### src/rtl/uart_reg_master.sv
// uart_reg_master
//   Byte-serial command parser that drives the UART register-file access port.
//   Write command: 0x57, addr, d0..d3 (LSB first) -> one reg_wr_o pulse, reply 0x4B.
//   Read  command: 0x52, addr -> one reg_rd_o pulse, reply rdata as 4 bytes LSB first.
//   Unknown opcode -> err_o pulse, reply 0x45.
//   A command stalled mid-way for TIMEOUT_CYC cycles is dropped with an err_o pulse.
//
// Ports
//   sclk, rstn                      clock, asynchronous active-low reset
//   cmd_data_i/valid_i/ready_o      command byte stream (consumed on valid & ready)
//   rsp_data_o/valid_o/ready_i      response byte stream (sent on valid & ready)
//   reg_addr_o, reg_wdata_o         register address / write data
//   reg_wr_o, reg_rd_o              single-cycle write / read strobes
//   reg_rdata_i                     combinational read data, valid while reg_rd_o
//   busy_o                          command or response in progress
//   err_o                           one-cycle pulse on bad opcode or timeout
module uart_reg_master #(
  parameter int TIMEOUT_CYC = 1000,
  parameter int TO_W        = 16
) (
  input  logic        sclk,
  input  logic        rstn,
  input  logic [7:0]  cmd_data_i,
  input  logic        cmd_valid_i,
  output logic        cmd_ready_o,
  output logic [7:0]  rsp_data_o,
  output logic        rsp_valid_o,
  input  logic        rsp_ready_i,
  output logic [7:0]  reg_addr_o,
  output logic [31:0] reg_wdata_o,
  output logic        reg_wr_o,
  output logic        reg_rd_o,
  input  logic [31:0] reg_rdata_i,
  output logic        busy_o,
  output logic        err_o
);

  typedef enum logic [2:0] {
    IDLE  = 3'd0,
    ADDR  = 3'd1,
    DATA  = 3'd2,
    WRITE = 3'd3,
    READ  = 3'd4,
    RSP   = 3'd5
  } state_t;

  localparam logic [7:0] OP_WR   = 8'h57;
  localparam logic [7:0] OP_RD   = 8'h52;
  localparam logic [7:0] RSP_ACK = 8'h4B;
  localparam logic [7:0] RSP_ERR = 8'h45;

  // Abort fires on the cycle the counter would reach TIMEOUT_CYC.
  localparam logic [TO_W-1:0] TO_LAST = (TIMEOUT_CYC > 0) ? TO_W'(TIMEOUT_CYC - 1) : '0;

  state_t          state_q, state_d;
  logic            is_wr_q, is_wr_d;
  logic [7:0]      addr_q, addr_d;
  logic [31:0]     wdata_q, wdata_d;
  logic [1:0]      cnt_q, cnt_d;
  logic [31:0]     shift_q, shift_d;
  logic [2:0]      rsp_cnt_q, rsp_cnt_d;
  logic [TO_W-1:0] to_cnt_q, to_cnt_d;
  logic            err_q, err_d;
  logic            acc;

  assign cmd_ready_o = (state_q == IDLE) || (state_q == ADDR) || (state_q == DATA);
  assign acc         = cmd_valid_i && cmd_ready_o;

  assign rsp_valid_o = (state_q == RSP);
  assign rsp_data_o  = shift_q[7:0];
  assign reg_addr_o  = addr_q;
  assign reg_wdata_o = wdata_q;
  assign reg_wr_o    = (state_q == WRITE);
  assign reg_rd_o    = (state_q == READ);
  assign busy_o      = (state_q != IDLE);
  assign err_o       = err_q;

  always_comb begin
    state_d   = state_q;
    is_wr_d   = is_wr_q;
    addr_d    = addr_q;
    wdata_d   = wdata_q;
    cnt_d     = cnt_q;
    shift_d   = shift_q;
    rsp_cnt_d = rsp_cnt_q;
    to_cnt_d  = to_cnt_q;
    err_d     = 1'b0;

    unique case (state_q)
      IDLE: begin
        to_cnt_d = '0;
        if (acc) begin
          if (cmd_data_i == OP_WR || cmd_data_i == OP_RD) begin
            is_wr_d = (cmd_data_i == OP_WR);
            state_d = ADDR;
          end else begin
            shift_d   = {24'h0, RSP_ERR};
            rsp_cnt_d = 3'd1;
            err_d     = 1'b1;
            state_d   = RSP;
          end
        end
      end
      ADDR: begin
        if (acc) begin
          addr_d = cmd_data_i;
          if (is_wr_q) begin
            cnt_d   = 2'd0;
            state_d = DATA;
          end else begin
            state_d = READ;
          end
        end
      end
      DATA: begin
        if (acc) begin
          wdata_d[{cnt_q, 3'b000} +: 8] = cmd_data_i;
          cnt_d = cnt_q + 2'd1;
          if (cnt_q == 2'd3) state_d = WRITE;
        end
      end
      WRITE: begin
        shift_d   = {24'h0, RSP_ACK};
        rsp_cnt_d = 3'd1;
        state_d   = RSP;
      end
      READ: begin
        // rdata is combinational from the regfile and valid only in this cycle
        shift_d   = reg_rdata_i;
        rsp_cnt_d = 3'd4;
        state_d   = RSP;
      end
      RSP: begin
        if (rsp_ready_i) begin
          shift_d   = {8'h0, shift_q[31:8]};
          rsp_cnt_d = rsp_cnt_q - 3'd1;
          if (rsp_cnt_q == 3'd1) state_d = IDLE;
        end
      end
      default: state_d = IDLE;
    endcase

    // Inter-byte timeout while waiting for the rest of a command
    if (state_q == ADDR || state_q == DATA) begin
      if (acc) begin
        to_cnt_d = '0;
      end else if (TIMEOUT_CYC > 0) begin
        if (to_cnt_q == TO_LAST) begin
          err_d    = 1'b1;
          to_cnt_d = '0;
          state_d  = IDLE;
        end else if (to_cnt_q != '1) begin
          to_cnt_d = to_cnt_q + 1'b1;
        end
      end
    end
  end

  always_ff @(posedge sclk or negedge rstn) begin
    if (!rstn) begin
      state_q   <= IDLE;
      is_wr_q   <= 1'b0;
      addr_q    <= '0;
      wdata_q   <= '0;
      cnt_q     <= '0;
      shift_q   <= '0;
      rsp_cnt_q <= '0;
      to_cnt_q  <= '0;
      err_q     <= 1'b0;
    end else begin
      state_q   <= state_d;
      is_wr_q   <= is_wr_d;
      addr_q    <= addr_d;
      wdata_q   <= wdata_d;
      cnt_q     <= cnt_d;
      shift_q   <= shift_d;
      rsp_cnt_q <= rsp_cnt_d;
      to_cnt_q  <= to_cnt_d;
      err_q     <= err_d;
    end
  end

endmodule

### config.mk
export PLATFORM = sky130hd
export DESIGN_NAME = uart_reg_master
export DESIGN_NICKNAME = d
export VERILOG_FILES = /design/src/rtl/uart_reg_master.sv
export SDC_FILE = /design/constraint.sdc
export NUM_CORES = 1
export LEC_CHECK = 0
export CORE_MARGIN = 2
export CORE_UTILIZATION = 47
export CTS_CLUSTER_SIZE = 14
export DETAILED_ROUTE_END_ITERATION = 7
export PLACE_DENSITY = 0.77
export SLEW_MARGIN = 5
export SYNTH_ARGS = -nofsm -noshare
export SYNTH_HDL_FRONTEND = slang
export SYNTH_SLANG_ARGS = --single-unit
### constraint.sdc
create_clock -name sclk -period 2.2 [get_ports sclk]
set_clock_uncertainty 0.15 [all_clocks]
set_input_delay 0.44 -clock sclk [delete_from_list [all_inputs] [get_ports sclk]]
set_output_delay 0.44 -clock sclk [all_outputs]
set_load 0.01 [all_outputs]
* Word-level counts from Yosys, hierarchy flattened
Index checks and enable logic that the tools add are counted.
** Storage, ports and cells
- Bits of input ports :: 44
- Output and inout bits :: 54
- Logic and storage cells :: 83
- Register bits after elaboration :: 98
** Cells by class
- Muxes and demuxes :: 36
- Reductions and logical operators :: 15
- $add $sub $neg :: 4
- Shift operators :: 2
- Equal/unequal tests :: 17
** Operators with widths (count)
- 32-bit one-hot mux with 4 select lines :: 1
- 32-bit 2-to-1 mux :: 3
- 16-bit 2-to-1 mux :: 5
- 3-bit 2-to-1 mux :: 14
- 32-bit bitwise mux :: 1
- 8-bit by 7-bit variable shift with 32-bit output, first input constant :: 1
- 8-bit by 7-bit variable part select with 32-bit output :: 1
- 16-bit by 1-bit adder with 16-bit output, second input constant :: 1
- 16-bit by 10-bit equality test with 1-bit output, second input constant :: 1
- 8-bit by 7-bit equality test with 1-bit output, second input constant :: 2
- 16-bit != test, second input constant :: 1
- 3-bit one-hot mux with 5 select lines :: 1
- 3-bit one-hot mux with 4 select lines :: 1
- 2-bit != test, second input constant :: 5
- 4-bit AND reduction :: 2
- 5-bit negation with 7-bit output :: 1
- 3-bit by 1-bit equality test with 1-bit output, second input constant :: 2
- 3-bit by 2-bit equality test with 1-bit output, second input constant :: 2
- 3-bit equality test, second input constant :: 2
- 1-bit 2-to-1 mux :: 6
- 2-bit 2-to-1 mux :: 3
- 1-bit logical OR :: 4
- 2-bit one-hot mux with 2 select lines :: 1
- 2-bit AND reduction :: 2
- 11 further kinds :: 11

* Longest topological paths before layout
Gate-level depths: netlist of the first run.
- Depth after elaboration :: 9
- Depth in mapped cells :: 9
- Depth with buffers taken out :: 6

* Worst setup path before layout of the first run
Ideal clock, no wire load.
- Path kind :: flip-flop to flip-flop
- Start point :: register to_cnt_q[0]
- End point :: register to_cnt_q[11]
- Period minus slack after synthesis :: 2.177 ns
- Slack :: 0.023 ns
- Arrival time :: 1.956 ns
- Setup time :: 0.072 ns
- Path buffers :: 0
- Cell stages (with the launch flop) :: 7
- Required time :: 1.978 ns
- Cells stage by stage :: dfrtp_1 ha_1 nand3_1 or4_4 o2111ai_1 mux2_2 nor2_1
** Between the ends
- Word-level cells in the longest chain between the ends :: 5
- Elaborated cells on any way between the ends :: 7
- Classes of those cells :: add/sub (1); eq/ne (2); mux (4)
** RTL lines
- from (decl) :: line 62 : logic [TO_W-1:0] to_cnt_q, to_cnt_d;
- from (signal assigned) :: line 178 : to_cnt_q <= to_cnt_d;
- 16-bit by 1-bit adder with 16-bit output or 16-bit != test (tied branches) :: line 153, 152
- 16-bit 2-to-1 mux :: line 152 : end else if (to_cnt_q != '1) begin
- 16-bit 2-to-1 mux (*) :: line 148 : if (to_cnt_q == TO_LAST) begin
- 16-bit 2-to-1 mux (*) :: line 145 : if (acc) begin
- 16-bit 2-to-1 mux (*) :: line 144 : if (state_q == ADDR || state_q == DATA) begin
- named net to_cnt_d[11] :: line 62
The timed path passes the listed nets; every way through them passes the cells marked *.
A chain may end at the register's enable or synchronous reset.

* Worst setup path after layout of the first run
- Start point :: register state_q[1]
- End point :: output busy_o
** Between the ends
- Word-level cells in the longest chain between the ends :: 1
** RTL lines
- from (decl) :: line 55 : state_t state_q, state_d;
- from (signal assigned) :: line 171 : state_q <= state_d;
- 3-bit nonzero test :: line 75 : assign busy_o = (state_q != IDLE);
- to (decl) :: line 34 : output logic busy_o,
No other way between the ends.

==> run metrics, run 1 <==
overall routed net length=12,500 um; Post-Syn Nets=565; core area=10,200 um2; Synth Cell Area=4890 um2; adder and majority gate portion of the synthesized area=2.51%; P_leak=2.83 nW; Worst setup SP type=flop; most area-consuming cells after synthesis=sky130_fd_sc_hd__dfrtp_1, sky130_fd_sc_hd__nand2_1, sky130_fd_sc_hd__o21ai_0; Vias=4,300; summed negative setup slack over all endpoints=0 ps; fraction of the mapped netlist area in compound gates=19.9%; fraction of layout cells with a size suffix above 1=19.0%; Final Setup Violations=0; worst-path maximum fanout=6; Mapped Avg Cell Area=9.55 um2; Top FF cell, synth=sky130_fd_sc_hd__dfrtp_1; multiplexer fraction of the synthesized cell area=2.30%; main combinational cell family by area after synthesis=compound AO/OA/AOI/OAI gates; required arrival time at the worst endpoint=1610 ps; depth of the worst register-to-register path=7; unrepaired setup endpoints after global routing=no; PortBufs=97; reported max-cap violation count=0; worst hold path type=reg -> reg; worst-case clock buffer depth=2; root buffer cell=sky130_fd_sc_hd__clkbuf_8; count of cell types in the netlist=62; antenna-violating nets left=0; fraction of synthesized cell area in xor and xnor cells=1.59%; Period minus WS final=2130 ps; type of the worst setup path=reg -> out; outcome=finished, final reports clean; ratio of final minimum period to clock period=97.0%; worst-case vdd ir drop=0.575 mV; iteration-0 DRC count of the detailed router=324; I/O pin count=98; placer's final routability congestion estimate=0.887; sequential cell area fraction in the yosys report=50.2%; number of hold-slack violations in the final timing report=0; Data arrival, critical path=1540 ps; area fraction in and, or, nand and nor cells after synthesis=18.2%; die area=11,200 um2; detailed-route DRC error count=0; final slew viol count=0; H-tree depth=3; ratio of routed vias to standard cells=5.39; utilization of the core after routing=64.6%; initial core utilization=47.8%; portion of synthesized cell area occupied by the leading cell type=50.2%; cells after synthesis=512; count of standard-cell rows=37; clock latency of the later-clocked register in the worst-skew pair=370 ps; Chip Width=106 um; clock buffer count from CTS=9; cell type with the highest aggregate area in the netlist=sky130_fd_sc_hd__dfrtp_1; kind of capture point of the worst setup path=primary output; setup slack, reg-to-reg=110 ps; Rel. slew slack=75.0%; post-DP HPWL=9150 um; number of flops mapped to enable cells by yosys=0; number of diodes=0; async set-reset flop share out of synthesis=100%; global-route wire length before repair=20,500 um; cell count after placement=769; total power per unit cell area=1080 nW/um2; clock net sink count=98; maximum clock rate=0.469 GHz; clock input transition at the sequential cells of the worst setup and hold paths=90 ps; total congestion overflow after global routing=0; CTS tree=done; vias in the first global route=4,150; maximum number of pins on one net before global-route repair=52; number of iterations in the first detailed-routing pass=5; height of the die=106 um; initial antenna violation count=0; Worst-Margin Slew=373 ps; routed len/inst=15.6 um; area growth from synthesis to layout=35.2%; Seq cells post-synth=98; cell depth of the worst min-delay path=2; Non-Filler Instances=798; nets=710; All-Layer GR Usage=23.0%; Yosys Warn Count=0
## cells by family after synthesis
logic type,Yosys count
buffers and inverters,48
adder cells (fa/ha/maj),10
AO/OA/AOI/OAI,153
flip-flops,98
AND/OR/NAND/NOR,185
XOR/XNOR,8
multiplexers,10
## where the power goes
part           total (mW)  switching [mW]  internal, mW
clock network        1.06           0.621         0.444
registers            2.59           0.326          2.27
logic                3.45            1.79          1.66
total                7.11            2.74          4.37
## layout make-up
cell class | instances | area (um2)
clock buffers | 12 | 145
clock inverters | 4 | 26.3
fillers | 830 | 3620
inverters | 14 | 52.6
multi-input cells | 366 | 2210
flip-flops and latches | 98 | 2460
well taps | 136 | 170
repair buffers | 168 | 1540
## sequential cells by signal, summed over array words and instances (netlist names)
name,flops
state_q,3
is_wr_q,1
err_o,1
to_cnt_q,16
shift_q,32
reg_addr_o,8
cnt_q,2
reg_wdata_o,32
rsp_cnt_q,3
## synthesized netlist by cell type, types with 3 or more instances
cell type and instances:
sky130_fd_sc_hd__a211oi_1 3, sky130_fd_sc_hd__buf_4 8, sky130_fd_sc_hd__a22o_1 8, sky130_fd_sc_hd__o211ai_2 4, sky130_fd_sc_hd__o21ai_0 61, sky130_fd_sc_hd__nor3_1 7
sky130_fd_sc_hd__or2_2 3, sky130_fd_sc_hd__o22ai_1 3, sky130_fd_sc_hd__nor3b_1 4, sky130_fd_sc_hd__a21oi_1 21, sky130_fd_sc_hd__ha_1 9, sky130_fd_sc_hd__nand2_1 108
sky130_fd_sc_hd__inv_1 13, sky130_fd_sc_hd__o21ai_1 11, sky130_fd_sc_hd__nand3_1 11, sky130_fd_sc_hd__and2_1 3, sky130_fd_sc_hd__clkbuf_1 12, sky130_fd_sc_hd__xor2_1 7
sky130_fd_sc_hd__mux2_2 10, sky130_fd_sc_hd__o2111ai_1 3, sky130_fd_sc_hd__nand4_1 3, sky130_fd_sc_hd__o31ai_1 3, sky130_fd_sc_hd__a22oi_1 22, sky130_fd_sc_hd__nor2_1 20
sky130_fd_sc_hd__buf_2 6, sky130_fd_sc_hd__nor2b_1 5, sky130_fd_sc_hd__dfrtp_1 98, sky130_fd_sc_hd__buf_6 5
## metrics by stage
step                      power (mW)  hold WS (ps)  worst slack [ps]  instance area, um2
after floorplan                 4.57         -5.59              22.6                4890
after global placement          5.75           219              -165                6290
after detailed placement        5.88           227              -199                6290
after CTS                       7.00           342              17.1                6520
after global routing            7.57           361              5.28                6610
final                           7.11           338              66.1                6610
## worst paths after layout
kind | end | startpoint
worst max-delay path | busy_o | state_q[1]
worst min-delay path | shift_q[0] | shift_q[0]
worst max register to register | to_cnt_q[9] | to_cnt_q[1]
worst min register to register | shift_q[0] | shift_q[0]
max in group asynchronous | shift_q[0] | rstn
min in group asynchronous | reg_wdata_o[23] | rstn
## cells in the final DEF, fill, tap and decap left out, types with 2 or more instances in the layout
cell                                n
sky130_fd_sc_hd__a22o_1             8
sky130_fd_sc_hd__o31ai_1            3
sky130_fd_sc_hd__or2_2              3
sky130_fd_sc_hd__buf_12             4
sky130_fd_sc_hd__nand2_1          108
sky130_fd_sc_hd__dlygate4sd2_1      4
sky130_fd_sc_hd__xor2_1             7
sky130_fd_sc_hd__nand2b_1           2
sky130_fd_sc_hd__clkbuf_1           2
sky130_fd_sc_hd__o21ai_0           61
sky130_fd_sc_hd__nor3_1             7
sky130_fd_sc_hd__dfrtp_2            4
sky130_fd_sc_hd__clkbuf_8          10
sky130_fd_sc_hd__a21oi_1           21
sky130_fd_sc_hd__o221ai_1           2
sky130_fd_sc_hd__o2111ai_1          2
sky130_fd_sc_hd__nor2_1            19
sky130_fd_sc_hd__a22oi_1           22
sky130_fd_sc_hd__nor3b_1            4
sky130_fd_sc_hd__o22ai_1            3
sky130_fd_sc_hd__a211oi_1           2
sky130_fd_sc_hd__dfrtp_1           94
sky130_fd_sc_hd__inv_1             13
sky130_fd_sc_hd__clkdlybuf4s50_1   91
sky130_fd_sc_hd__and2_1             3
sky130_fd_sc_hd__and3_2             2
sky130_fd_sc_hd__nand3_1           11
sky130_fd_sc_hd__o211ai_2           4
sky130_fd_sc_hd__nor4_4             2
sky130_fd_sc_hd__o211ai_1           2
sky130_fd_sc_hd__clkinv_2           2
sky130_fd_sc_hd__nand4_1            3
sky130_fd_sc_hd__o21ai_1           10
sky130_fd_sc_hd__or4_4              2
sky130_fd_sc_hd__nor2b_1            5
sky130_fd_sc_hd__ha_1               9
sky130_fd_sc_hd__mux2_2            10
sky130_fd_sc_hd__buf_4             67
## per-layer routing
layer | GRT usage (%) | vias to the layer above | wire length [um]
li1 | - | 2088 | -
met1 | 31.3 | 2062 | 5630
met2 | 37.1 | 131 | 5960
met3 | 4.41 | 19 | 614
met4 | 7.80 | 0 | 254
met5 | 0 | - | 0
## critical path: stages, from the launching register on
cell,delay (ps)
sky130_fd_sc_hd__dfrtp_2,450
sky130_fd_sc_hd__buf_4,170
sky130_fd_sc_hd__nor3_4,180
sky130_fd_sc_hd__inv_2,90
sky130_fd_sc_hd__dlygate4sd2_1,290
## timing repair
item,4_1_cts,5_1_grt
hold buffers,1,0
pin swaps,0,5
hold endpoints to repair,25,0
buffers inserted,6,6
gates resized for setup,9,9
setup endpoints to repair,9,32
Power figures use the tool's default switching activity.
==> inputs of run 2 (changes only) <==
CORE_UTILIZATION = 57   (was 47)
DONT_BUFFER_PORTS = 1   (was not set)
PLACE_DENSITY = 0.75   (was 0.77)
==> run metrics, run 2 (synthesis gave the netlist of run 1 again) <==
ratio of routed vias to standard cells=6.07 (was 5.39); Period minus WS final=2130 ps (about the same); number of iterations in the first detailed-routing pass=5 (unchanged); Rel. slew slack=70.4% (was 75.0%); met2 usage=39.5% (was 37.1%); Vias=3,874 (was 4,300); total power per unit cell area=1200 nW/um2 (was 1080 nW/um2); routed len/inst=17.4 um (was 15.6 um); initial antenna violation count=1 (was 0); number of hold-slack violations in the final timing report=98 (was 0); Chip Width=96.6 um (was 106 um); worst hold path type=in -> async (was reg -> reg); met3 Track Usage GR=5.51% (was 4.41%); leading cell types in the layout, fill and taps excluded=sky130_fd_sc_hd__nand2_1, sky130_fd_sc_hd__dfrtp_1, sky130_fd_sc_hd__o21ai_0, sky130_fd_sc_hd__buf_4, sky130_fd_sc_hd__a22oi_1 (was sky130_fd_sc_hd__nand2_1, sky130_fd_sc_hd__dfrtp_1, sky130_fd_sc_hd__clkdlybuf4s50_1, sky130_fd_sc_hd__buf_4, sky130_fd_sc_hd__o21ai_0); most common library cell in the layout ignoring fill and taps=sky130_fd_sc_hd__nand2_1 (unchanged); number of buffer and inverter instances along the worst setup path=0 (was 3); maximum clock rate=0.469 GHz (about the same); CTS tree=done (unchanged); summed negative setup slack over all endpoints=0 ps (unchanged); PortBufs=0 (was 97); die area=9330 um2 (was 11,200 um2); I/O pin count=98 (unchanged); required arrival time at the worst endpoint=2340 ps (was 1610 ps); antenna-violating nets left=0 (unchanged); All-Layer GR Usage=24.9% (was 23.0%); clock input transition at the sequential cells of the worst setup and hold paths=110 ps (was 90 ps); vias in the first global route=3,758 (was 4,150); nets=580 (was 710); ratio of final minimum period to clock period=96.9% (was 97.0%); placer's final routability congestion estimate=0.942 (was 0.887); final slew viol count=0 (unchanged); root buffer cell=sky130_fd_sc_hd__clkbuf_8 (unchanged); detailed-route DRC error count=0 (unchanged); violations in the final reports=negative hold slack; cell-by-cell trace of the critical path=ha_1 -> nand3_1 -> or4_4 -> o2111ai_1 -> mux2_2 -> nor2_1 (was buf_4 -> nor3_4 -> inv_2 -> dlygate4sd2_1); clock latency of the later-clocked register in the worst-skew pair=350 ps (was 370 ps); FILL cells=688 (was 830); count of standard-cell rows=33 (was 37); Seq. cell area=2450 um2 (was 2460 um2); core area=8260 um2 (was 10,200 um2); busiest metal layer after global routing=met2 (unchanged); Post-DP Area=5100 um2 (was 6290 um2); cell family contributing the most delay on the critical path=simple AND/OR/NAND/NOR gates (was buffers and inverters); footprint of the multi-input gates=2190 um2 (was 2210 um2); clock buffer count from CTS=9 (unchanged); area growth from synthesis to layout=9.63% (was 35.2%); Non-Filler Cell Area, Final=5360 um2 (was 6610 um2); height of the die=96.6 um (was 106 um); type of the worst setup path=reg -> reg (was reg -> out); Final Setup Violations=0 (unchanged); overall routed net length=11,100 um (was 12,500 um); P_leak=2.30 nW (was 2.83 nW); fraction of layout cells with a size suffix above 1=17.7% (was 19.0%); H-tree depth=3 (unchanged); GR Layer Usage met1=34.7% (was 31.3%); reported max-cap violation count=0 (unchanged); Worst setup SP type=flop (unchanged); Worst-Margin Slew=443 ps (was 373 ps); post-DP HPWL=7670 um (was 9150 um); global-route wire length before repair=18,200 um (was 20,500 um); maximum cell stage delay along the critical path=580 ps (was 450 ps); maximum number of pins on one net before global-route repair=99 (was 52); initial core utilization=59.2% (was 47.8%); total congestion overflow after global routing=0 (unchanged); iteration-0 DRC count of the detailed router=198 (was 324); outcome=finished with violations (was finished, final reports clean); unrepaired setup endpoints after global routing=no (unchanged); clock net sink count=98 (unchanged); worst-path maximum fanout=11 (was 6); kind of capture point of the worst setup path=flop (was primary output); Data arrival, critical path=2270 ps (was 1540 ps); hold slack=-389 ps (was 338 ps); master of the slowest instance on the critical path=sky130_fd_sc_hd__or4_4 (was sky130_fd_sc_hd__dfrtp_2); worst-case vdd ir drop=0.890 mV (was 0.575 mV); worst-case clock buffer depth=2 (unchanged)
[run 2: cell types whose count changed in the layout (fill, tap and decap cells not counted), sizes merged]
| cell | previous run | this run |
|---|---|---|
| clkbuf | 13 | 9 |
| buf | 71 | 38 |
| inv | 15 | 16 |
| diode | 0 | 1 |
| bufinv | 0 | 1 |
| dlygate4sd3 | 1 | 0 |
| clkinvlp | 1 | 2 |
| clkdlybuf4s50 | 91 | 0 |
| dlygate4sd2 | 4 | 0 |
[run 2: timing repair]
action / CTS / global route
setup buffers: 0 / 3
setup endpoints to repair: 1 / 16
gates resized for setup: 3 / 7
hold endpoints to repair: 98 / 98
pin swaps: 0 / 4
[run 2: metrics by stage]
stage	std cells	hold WS, ps	total power [mW]	utilization (%)	worst slack [ps]
2_1_floorplan	512	-5.59	4.57	-	22.6
3_3_place_gp	618	-3.71	5.09	61.8	99.0
3_5_place_dp	618	-3.52	5.17	61.8	39.4
4_1_cts	634	-399	6.40	64.4	6.79
5_1_grt	638	-411	6.92	64.9	2.76
6_report	638	-389	6.45	64.9	67.4
[run 2: final timing paths]
kind	startpoint	end	slack, ps	depth (start not counted)
worst max-delay path	to_cnt_q[1]	to_cnt_q[11]	70	6
worst min-delay path	rstn	reg_wdata_o[19]	-390	0
worst max register to register	to_cnt_q[1]	to_cnt_q[11]	70	6
worst min register to register	shift_q[13]	shift_q[13]	340	2
max in group asynchronous	rstn	state_q[1]	2160	0
min in group sclk	cmd_data_i[2]	reg_wdata_o[18]	60	2
[run 2: worst register-to-register path: stages, from the launching register on]
cell and delay, ps:
sky130_fd_sc_hd__dfrtp_1 380, sky130_fd_sc_hd__ha_1 170, sky130_fd_sc_hd__nand3_1 90, sky130_fd_sc_hd__or4_4 580, sky130_fd_sc_hd__o2111ai_1 250, sky130_fd_sc_hd__mux2_2 360
sky130_fd_sc_hd__nor2_1 80
[run 2: area by class of cell]
class | count | share of cell area, %
clock buffers | 9 | 2.31
flip-flops and latches | 98 | 45.8
well taps | 105 | 2.45
multi-input cells | 366 | 40.9
inverters | 14 | 1.05
repair buffers | 38 | 5.86
diodes | 1 | 0.0467
clock inverters | 7 | 1.56
[run 2: per-layer routing]
metal  up-vias  wire length, um  part of all wire (%)
li1       1827                -                     -
met4         0               95                  0.86
met5         -                0                     0
met2       158             5210                    47
met3        10              918                   8.3
met1      1879             4850                    44
[run 2: power by group]
part           internal, mW  switching, mW  leakage (nW)
sequential             2.26          0.451          1.31
clock                 0.546          0.669         0.102
combinational          1.06           1.46         0.894
